$ cat src/rtl/port_word_tx.sv
// Serial word transmitter: start bit, WIDTH data bits LSB first, optional even parity, stop bit.
// Define PORT_WORD_TX_PARITY_EN to insert the parity bit between data and stop.
module port_word_tx #(
    parameter int WIDTH = 8,
    parameter int DIV   = 4
) (
    input  logic             clk,
    input  logic             rst,
    input  logic             in_valid,
    input  logic [WIDTH-1:0] in_data,
    output logic             in_ready,
    output logic             tx,
    output logic             busy,
    output logic             done
);

    localparam int CW = $clog2(DIV + 1);
    localparam int IW = $clog2(WIDTH + 1);

    typedef enum logic [2:0] {
        IDLE,
        START,
        DATA,
`ifdef PORT_WORD_TX_PARITY_EN
        PARITY,
`endif
        STOP
    } state_t;

    state_t           state;
    logic [CW-1:0]    cnt;
    logic [IW-1:0]    idx;
    logic [WIDTH-1:0] shreg;
    logic             bit_end;
`ifdef PORT_WORD_TX_PARITY_EN
    logic             par;
`endif

    assign bit_end = (cnt == CW'(DIV - 1));

    always_ff @(posedge clk) begin
        if (rst) begin
            state    <= IDLE;
            cnt      <= '0;
            idx      <= '0;
            shreg    <= '0;
            tx       <= 1'b1;
            in_ready <= 1'b1;
            busy     <= 1'b0;
            done     <= 1'b0;
`ifdef PORT_WORD_TX_PARITY_EN
            par      <= 1'b0;
`endif
        end else begin
            done <= 1'b0;
            case (state)
                IDLE: begin
                    if (in_valid && in_ready) begin
                        shreg    <= in_data;
`ifdef PORT_WORD_TX_PARITY_EN
                        par      <= ^in_data;
`endif
                        state    <= START;
                        tx       <= 1'b0;
                        busy     <= 1'b1;
                        in_ready <= 1'b0;
                        cnt      <= '0;
                    end
                end
                START: begin
                    if (bit_end) begin
                        // Shift register presents the next bit at bit 0.
                        cnt   <= '0;
                        idx   <= '0;
                        state <= DATA;
                        tx    <= shreg[0];
                        shreg <= shreg >> 1;
                    end else begin
                        cnt <= cnt + CW'(1);
                    end
                end
                DATA: begin
                    if (bit_end) begin
                        cnt <= '0;
                        if (idx == IW'(WIDTH - 1)) begin
`ifdef PORT_WORD_TX_PARITY_EN
                            state <= PARITY;
                            tx    <= par;
`else
                            state <= STOP;
                            tx    <= 1'b1;
`endif
                        end else begin
                            idx   <= idx + IW'(1);
                            tx    <= shreg[0];
                            shreg <= shreg >> 1;
                        end
                    end else begin
                        cnt <= cnt + CW'(1);
                    end
                end
`ifdef PORT_WORD_TX_PARITY_EN
                PARITY: begin
                    if (bit_end) begin
                        cnt   <= '0;
                        state <= STOP;
                        tx    <= 1'b1;
                    end else begin
                        cnt <= cnt + CW'(1);
                    end
                end
`endif
                STOP: begin
                    if (bit_end) begin
                        cnt      <= '0;
                        state    <= IDLE;
                        tx       <= 1'b1;
                        busy     <= 1'b0;
                        in_ready <= 1'b1;
                        done     <= 1'b1;
                    end else begin
                        cnt <= cnt + CW'(1);
                    end
                end
                default: begin
                    state    <= IDLE;
                    cnt      <= '0;
                    tx       <= 1'b1;
                    busy     <= 1'b0;
                    in_ready <= 1'b1;
                end
            endcase
        end
    end

endmodule
$ cat config.mk
export PLATFORM = sky130hd
export DESIGN_NAME = port_word_tx
export DESIGN_NICKNAME = d
export VERILOG_FILES = /design/src/rtl/port_word_tx.sv
export SDC_FILE = /design/constraint.sdc
export NUM_CORES = 1
export LEC_CHECK = 0
export CORE_UTILIZATION = 57
export CTS_CLUSTER_DIAMETER = 120
export DETAILED_ROUTE_END_ITERATION = 6
export GPL_TIMING_DRIVEN = 0
export PLACE_DENSITY = 0.9
export SETUP_SLACK_MARGIN = 0.1
export SLEW_MARGIN = 20
export SYNTH_ARGS = -nofsm -noshare
export SYNTH_HDL_FRONTEND = slang
export SYNTH_SLANG_ARGS = --single-unit
$ cat constraint.sdc
create_clock -name clk -period 2.9 [get_ports clk]
set_input_delay 0.435 -clock clk [delete_from_list [all_inputs] [get_ports clk]]
set_output_delay 0.435 -clock clk [all_outputs]
set_load 0.01 [all_outputs]
# == Yosys cells after proc, flatten, opt, wreduce, memory -nomap -nowiden ==
# Cells that the tools add are included.
# totals
memories,0
ram_bits,0
register_bits,22
out_inout_bits,4
in_bits,11
rom_bits,0
latch_bits,0
elab_cells,64
# classes
reduce_logical,12
n_lt_le_gt_ge,0
shift,0
eq_ne,11
n_mux,29
addsub,2
bitwise,2
multipliers,0
div,0
# ops
operator,n
two-way mux 8 bit,4
case mux 8 bit (3 select lines),1
two-way mux 3 bit,7
two-way mux 4 bit,3
!= test 2 bit (second input constant),6
case mux 3 bit (4 select lines),1
AND reduction 5 bit,2
equality test 3 x 2 -> 1 bit (second input constant),3
two-way mux 1 bit,8
case mux 4 bit (2 select lines),1
AND reduction 4 bit,2
case mux 1 bit (3 select lines),2
case mux 3 bit (2 select lines),1
adder 4 x 1 -> 4 bit (second input constant),1
equality test 4 x 3 -> 1 bit (second input constant),1
case mux 1 bit (4 select lines),1
OR reduction 2 bit,2
adder 3 x 1 -> 3 bit (second input constant),1
equality test 3 x 1 -> 1 bit (second input constant),1
logical NOT 3 bit,1
AND reduction 3 bit,1
nonzero test 3 bit,1
OR reduction 3 bit,1
inverter 1 bit,2
2 further kinds,2

# == Longest topological paths before layout ==
# Gate-level depths: netlist of the first run.
# logic_depth
word_depth,4
ltp_mapped,7
mapped_depth_nobuf,6

# == Worst setup path after synthesis of the first run ==
# No wires, ideal clock.
# synth_timing
path_kind,register -> register
start,register state[0]
end,register shreg[2]
required_ps,2821
period_less_slack_ps,1922
arrival_time_ps,1842
path_buffers,1
setup_slack_ps,978
path_stages_with_launch,8
path_cell_list,dfxtp_1 -> inv_1 -> ha_1 -> or2_4 -> a2111oi_4 -> buf_6 -> nor2_2 -> a211oi_2
# synth_between
elab_chain_len,3
# synth_rtl
element,line_no,text
from (decl),30,state_t state;
from (signal assigned),43,state <= IDLE;
from (signal assigned),63,state <= START;
from (signal assigned),75,state <= DATA;
"equality test 3 x 2 -> 1 bit, or another cell as far along",56,case (state)
!= test 2 bit (no source line) or nonzero test 3 bit (tied branches),--,
AND reduction 5 bit (no source line),--,
to (signal assigned),59,shreg <= in_data;
to (signal assigned),77,shreg <= shreg >> 1;
to (signal assigned),96,shreg <= shreg >> 1;
to (decl),33,logic [WIDTH-1:0] shreg;
# Several ways; a longest one is shown, not always the timed one.
# A chain may end at the register's enable or synchronous reset.

# == Final worst setup path of the first run ==
# Same ends and word-level chain as after synthesis.

==> results.md, run 1 <==
* Status: finished clean
* Die ar. at 2118 um^2
* Clk_skew at between 9 and 10 ps
* Post-route setup TNS at 0 ps
* Gate Count Post-Synth at between 100 and 150
* Number of antenna violations at the first check in global routing at 0
* CTS tree: done
* Router iterations before antenna repair at 4
* Vias in the first global route at 930
* Post-CTS Setup Inserts at 0
* GP Congestion at 0.8099
* GR Overflow Total at 0
* Overall power at between 1000 and 1500 uW
* Lkg Pwr at 0.0005003 uW
* Synth Flop Type: dfxtp_1
* # rows at 15
* Area added between synthesis and finish at 17.10%
* Vias per std cell at about 5.9
* Max cap viols at 0
* Clock Latency Late Sink at 300 ps
* Critical path data arrival time at 2500 ps
* Vias at 926
* Reg2Reg Launch Point: state[0]
* Yosys Warn Count at 0
* Async SR Flop Fraction at 0%
* Worst setup path category: reg -> reg
* H-tree depth at 1
* Post-Layout Cell Count at 156
* Max IR drop VDD at about 0.53 mV
* Worst R2R Path Depth at 7
* Antenna Violating Nets Remaining at 0
* Startpoint types: register
* Residual DRC at 0
* Hold endpoint: cnt[2]
* CP Data Required Time at 3120 ps
* Reg-to-reg slack, setup at 620 ps
* Clock buffer depth at 2
* Critical Path End Type: register
* Core Util, Final at 73.33%
* Nets at 151
* Total CTS buffers at 3
* Largest fanout on the critical path at 10
* DP Worst Slack at 667.5 ps
* Syn avg cell area at roughly 9.7 um^2
* Commonest non-fill, non-tap cell in the layout: dfxtp_1
* Commonest cells after routing, fill and taps aside: dfxtp_1 (21), clkdlybuf4s50_1 (13), nor2_1 (12)
* RSZ-0062 raised after global routing: no
* Worst Hold Class: reg -> reg
* Core box area at approximately 1800 um^2
* I/O pin total at 15
* Fmax at 0.4389 GHz
* CTS root buf: clkbuf_4
* Antenna cells at 0
* Slew HR at about three fifths
* CTS resizes at 0
* Min Tclk post-route at 2278 ps
* First-pass GRT wire length at 3.843 mm
* Final worst slack at 621.7 ps
* Final Hold Fails at 0
* Hold depth at 1
* Seq/Total Area, Yosys at 38.05%
* Die H at 46.03 um
* EDFF count, synth at 0
* Post-Syn Nets at 133
* Die width at 46.03 um
* Initial Util at 62.62%
* Post-DP HPWL at 1.779 mm
* Wire per inst at roughly 15 um
* Clock-pin transition on the worst setup and hold timing paths at 110 ps
* Power Density at 947.2 nW/um^2
* Worst-margin pin slew at 590.1 ps
* Cell variety after synth at just over 40
* WL final at 2.348 mm
* Layout cells sized above 1 at 12.21%
* Max Slew Vio Count at 0
* Iter 0 DRT Violations at 26
* # setup viols final at 0
* Reg-to-reg endpoint: shreg[2]
* PortBufs at 13
* Clock sink count at 21
* GRT Total Usage at 25.49%
* Netlist Area Pre-Place at 1105 um^2
* Flops & latches, synth at 21
* Hold_buf cts at 0
* Final period util at just under 80%
* Placed cells at around 150
* Hold Crit Start: cnt[2]
* Pin count of the biggest net entering global routing at 13
[Yosys cell counts, types with 2 or more instances]
| cell | number | area [um^2] |
|---|---|---|
| nand4b_1 | 2 | 17.52 |
| nand2_1 | 4 | 15.01 |
| inv_1 | 5 | 18.77 |
| o21ai_0 | 5 | 25.02 |
| a211oi_1 | 6 | 45.04 |
| a21oi_1 | 5 | 25.02 |
| o311ai_0 | 3 | 26.28 |
| mux2i_1 | 8 | 80.08 |
| nand2b_1 | 2 | 12.51 |
| clkbuf_1 | 3 | 11.26 |
| nor2_1 | 12 | 45.04 |
| ha_1 | 8 | 100.1 |
| dfxtp_1 | 21 | 420.4 |
| nor2_2 | 2 | 12.51 |
| a211oi_2 | 2 | 25.02 |
[sequential cells by signal, indices dropped and copies added, names as in the netlist]
signal,cells
state,2
idx,4
shreg,8
busy,1
done,1
in_ready,1
cnt,3
tx,1
[worst max-delay path: stages, from the launching register on]
cell and delay (ps):
dfxtp_1 430, inv_1 120, ha_1 280, or2_4 300, a2111oi_4 610, buf_6 230, nor2_2 50, a211oi_2 180
[report_power, final]
part           internal, uW  switching [uW]
logic                   292             379
registers               364            49.3
clock network          51.4            89.4
total                   707             518
[per-layer routing]
| layer | up-vias | global-route usage, % | wire length, um |
|---|---|---|---|
| met5 | - | 0 | 0 |
| met4 | 0 | 15.29 | 26 |
| met3 | 4 | 4.762 | 113 |
| met2 | 33 | 41.69 | 1233 |
| met1 | 434 | 30.58 | 975 |
| li1 | 455 | - | - |
[logic make-up after synthesis]
logic type      count (synthesis)  share of synthesized area [%]
compound gates                 33                          23.78
simple gates                   33                          16.87
flops                          21                          38.05
buf+inv                        10                          4.190
mux                             8                          7.248
fa+ha+maj                       8                          9.060
xor+xnor                        1                         0.7929
[stage by stage]
step           instance area (um^2)  hold WS [ps]
4_1_cts                        1294         484.7
6_report                       1294         487.2
5_1_grt                        1294         513.3
2_1_floorplan                  1105         449.2
3_5_place_dp                   1266         467.7
3_3_place_gp                   1266         459.4
[worst max path at each step]
| stage | startpoint | to | slack (ps) | cells past startpoint |
|---|---|---|---|---|
| 5_1_grt | state[0] | shreg[2] | 540 | 7 |
| 2_1_floorplan | state[0] | shreg[2] | 980 | 7 |
| 3_3_place_gp | in_valid | shreg[2] | 770 | 6 |
| 4_1_cts | state[0] | shreg[2] | 640 | 7 |
| 3_5_place_dp | in_valid | shreg[2] | 670 | 6 |
| 6_report | state[0] | shreg[2] | 620 | 7 |
[layout make-up]
cell class,count,area [um^2]
timing repair buffer,13,130.1
tap,25,31.28
inverter,5,18.77
clock inverter,1,5.005
fill,140,470.5
sequential,21,420.4
buffer,5,27.53
clock buffer,3,22.52
multi-input combinational,83,638.1
No activity file was read; power rests on OpenSTA's default activity.
==> run 2, diff against run 1 <==
Settings changed: CORE_UTILIZATION 57 to 53, PLACE_DENSITY 0.9 to 0.85.
Clock period 2.9 ns to 2.2 ns, I/O delays scaled along.
==> run 2 against run 1 <==
Compared with the run above:
- sequential share of layout area is 0.24 points lower
- clock-buffer cell count unchanged
- wire length down 8.2%
- worst setup slack got worse by 380 ps
- final cell count rose by 2.6%
- flip-flop and latch count is the same
- global-route usage shrank 3.0 points
- critical endpoint is now shreg[5]
- die area up 7.2%
- critical path type unchanged
- clock skew fell by 2.1 ps
- combinational power increased by 34%
==> results.md, run 2 (same netlist as run 1, synthesis figures left out) <==
* Status: finished clean
* Regs by FF count: shreg: 8 flops, idx: 4 flops, cnt: 3 flops
* Worst setup path category: reg -> reg
* Residual DRC at 0 (unchanged)
* GP Congestion at 0.8972 (+11%)
* RSZ-0062 raised after global routing: no
* Reg-to-reg slack, setup at 250 ps (-380 ps)
* Number of flip-flops in the largest register at 8 (unchanged)
* Initial Util at 56.31% (-6.3 points)
* Slowest-stage cell, CP: a2111oi_4
* Setup crit end: shreg[5]
* # setup viols final at 0 (unchanged)
* Max cap viols at 0 (unchanged)
* Number of antenna violations at the first check in global routing at 0 (unchanged)
* Final period util at 88.82% (+10 points)
* Fmax at 0.5118 GHz (+17%)
* Vias per std cell at 5.856 (-1.3%)
* Largest fanout on the critical path at 6 (-4)
* Die width at 47.66 um (+3.5%)
* Core box area at 1962 um^2 (+11%)
* First-pass GRT wire length at 3.519 mm (-8.4%)
* Area added between synthesis and finish at 19.37%
* Max Used Layer: met4
* Commonest non-fill, non-tap cell in the layout: dfxtp_1
* Max IR drop VDD at 0.7945 mV (+51%)
* GRT Total Usage at 22.51% (-3.0 points)
* Post-DP HPWL at 1.599 mm (-10%)
* Worst path bufs/invs at 2 (unchanged)
* Power Density at 1248 nW/um^2 (+32%)
* Worst Hold Class: in -> reg
* Max Slew Vio Count at 0 (unchanged)
* CTS tree: done
* Clock buffer depth at 2 (unchanged)
* Critical path, cell by cell: inv_1, ha_2, or2_4, a2111oi_4, buf_4, nor2_1, a211oi_1
* Register area at 425.4 um^2 (+1.2%)
* Vias in the first global route at 828 (-11%)
* Vias at 937 (+1.2%)
* Slew HR at 62.36% (+1.8 points)
* Worst setup startpoint: state[0]
* Router iterations before antenna repair at 4 (unchanged)
* Nets at 153 (+1.3%)
* Pin count of the biggest net entering global routing at 13 (unchanged)
* # rows at 16 (+1)
* Wire per inst at 13.48 um (-10%)
* Die H at 47.66 um (+3.5%)
* DRT met1 WL at 928 um (-4.8%)
* Clock Latency Late Sink at 320 ps (+20 ps)
* Final Hold Fails at 0 (unchanged)
* Worst-margin pin slew at 563.4 ps (-26.72 ps)
* Top reg by flops: shreg
* Startpoint types: register
* Antenna cells at 0 (unchanged)
* Hold depth at 2 (+1)
* CP Data Required Time at 2440 ps (-680 ps)
* Met3 routed WL at 110 um (-2.7%)
* Layout cells sized above 1 at 15.79% (+3.6 points)
* Clk_skew at 7.376 ps (-2.104 ps)
* Antenna Violating Nets Remaining at 0 (unchanged)
* I/O pin total at 15 (unchanged)
* Post-route setup TNS at 0 ps (unchanged)
* Reg-to-reg endpoint: shreg[5]
* Area of the multi-input gates at 640.6 um^2 (+0.39%)
* CP Depth at 7 (unchanged)
* CP top delay family: compound AO/OA/AOI/OAI gates
* Die ar. at 2271 um^2 (+7.2%)
* CTS root buf: clkbuf_4
* Overall power at 1646 uW (+34%)
* Clock sink count at 21 (unchanged)
* Min Tclk post-route at 1954 ps (-324.3 ps)
* Lkg Pwr at 0.0005097 uW (+1.9%)
* Worst R2R Path Depth at 7 (unchanged)
* Met2 wire len at 1.061 mm (-14%)
* GR Overflow Total at 0 (unchanged)
* Reg2Reg Launch Point: state[0]
* Critical path data arrival time at 2190 ps (-310 ps)
* Filler cell count in the final layout at 173 (+24%)
* Iter 0 DRT Violations at 12 (-54%)
* Total CTS buffers at 3 (unchanged)
* PortBufs at 13 (unchanged)
* H-tree depth at 1 (unchanged)
* Critical Path End Type: register
* Commonest cells after routing, fill and taps aside: dfxtp_1 (19), clkdlybuf4s50_1 (13), nor2_1 (12)
* CP max stage delay at 470 ps (-140 ps)
* WL final at 2.156 mm (-8.2%)
* Clock-pin transition on the worst setup and hold timing paths at 130 ps (+20 ps)
run 2: stage by stage:
step                      instance area, um^2  setup slack (ps)  cells  util, %  hold WS [ps]
after detailed placement                 1269             43.57    154    64.67         465.9
after CTS                                1311             163.0    160    66.84         406.2
final                                    1319             246.1    160    67.22         414.1
after global routing                     1319             127.5    160    67.22         457.0
after floorplan                          1105             278.2    114        -         449.2
after global placement                   1269             93.26    154    64.67         460.8
run 2: metal layers:
metal | vias up | GRT usage (%)
li1 | 461 | -
met1 | 443 | 27.88
met2 | 28 | 36.16
met3 | 5 | 4.528
met4 | 0 | 13.33
met5 | - | 0
run 2: what timing repair did:
action | in CTS | in global routing
hold buffers | 0 | 0
buffers inserted | 2 | 0
gates resized for setup | 0 | 4
setup endpoints to repair | 3 | 9
pin swaps | 1 | 1
run 2: report_power, final:
group          internal (uW)  leakage, uW  switching (uW)
clock                   68.2    0.0000177             127
combinational            419     0.000319             481
sequential               485     0.000173            64.9
run 2: worst min path at each step:
stage            from        to  slack (ps)
2_1_floorplan  idx[1]    idx[1]         450
3_3_place_gp   cnt[2]    cnt[2]         460
3_5_place_dp   idx[1]    idx[1]         470
4_1_cts           rst  shreg[0]         410
5_1_grt           rst  shreg[5]         460
6_report          rst  shreg[0]         410
run 2: final cells by class:
class,count,area share [%]
Clock buffer,3,1.708
Sequential cell,21,32.26
Buffer,5,2.087
Tap cell,27,2.562
Inverter,5,1.423
Timing Repair Buffer,15,11.01
Clock inverter,1,0.3795
Multi-Input combinational cell,83,48.58
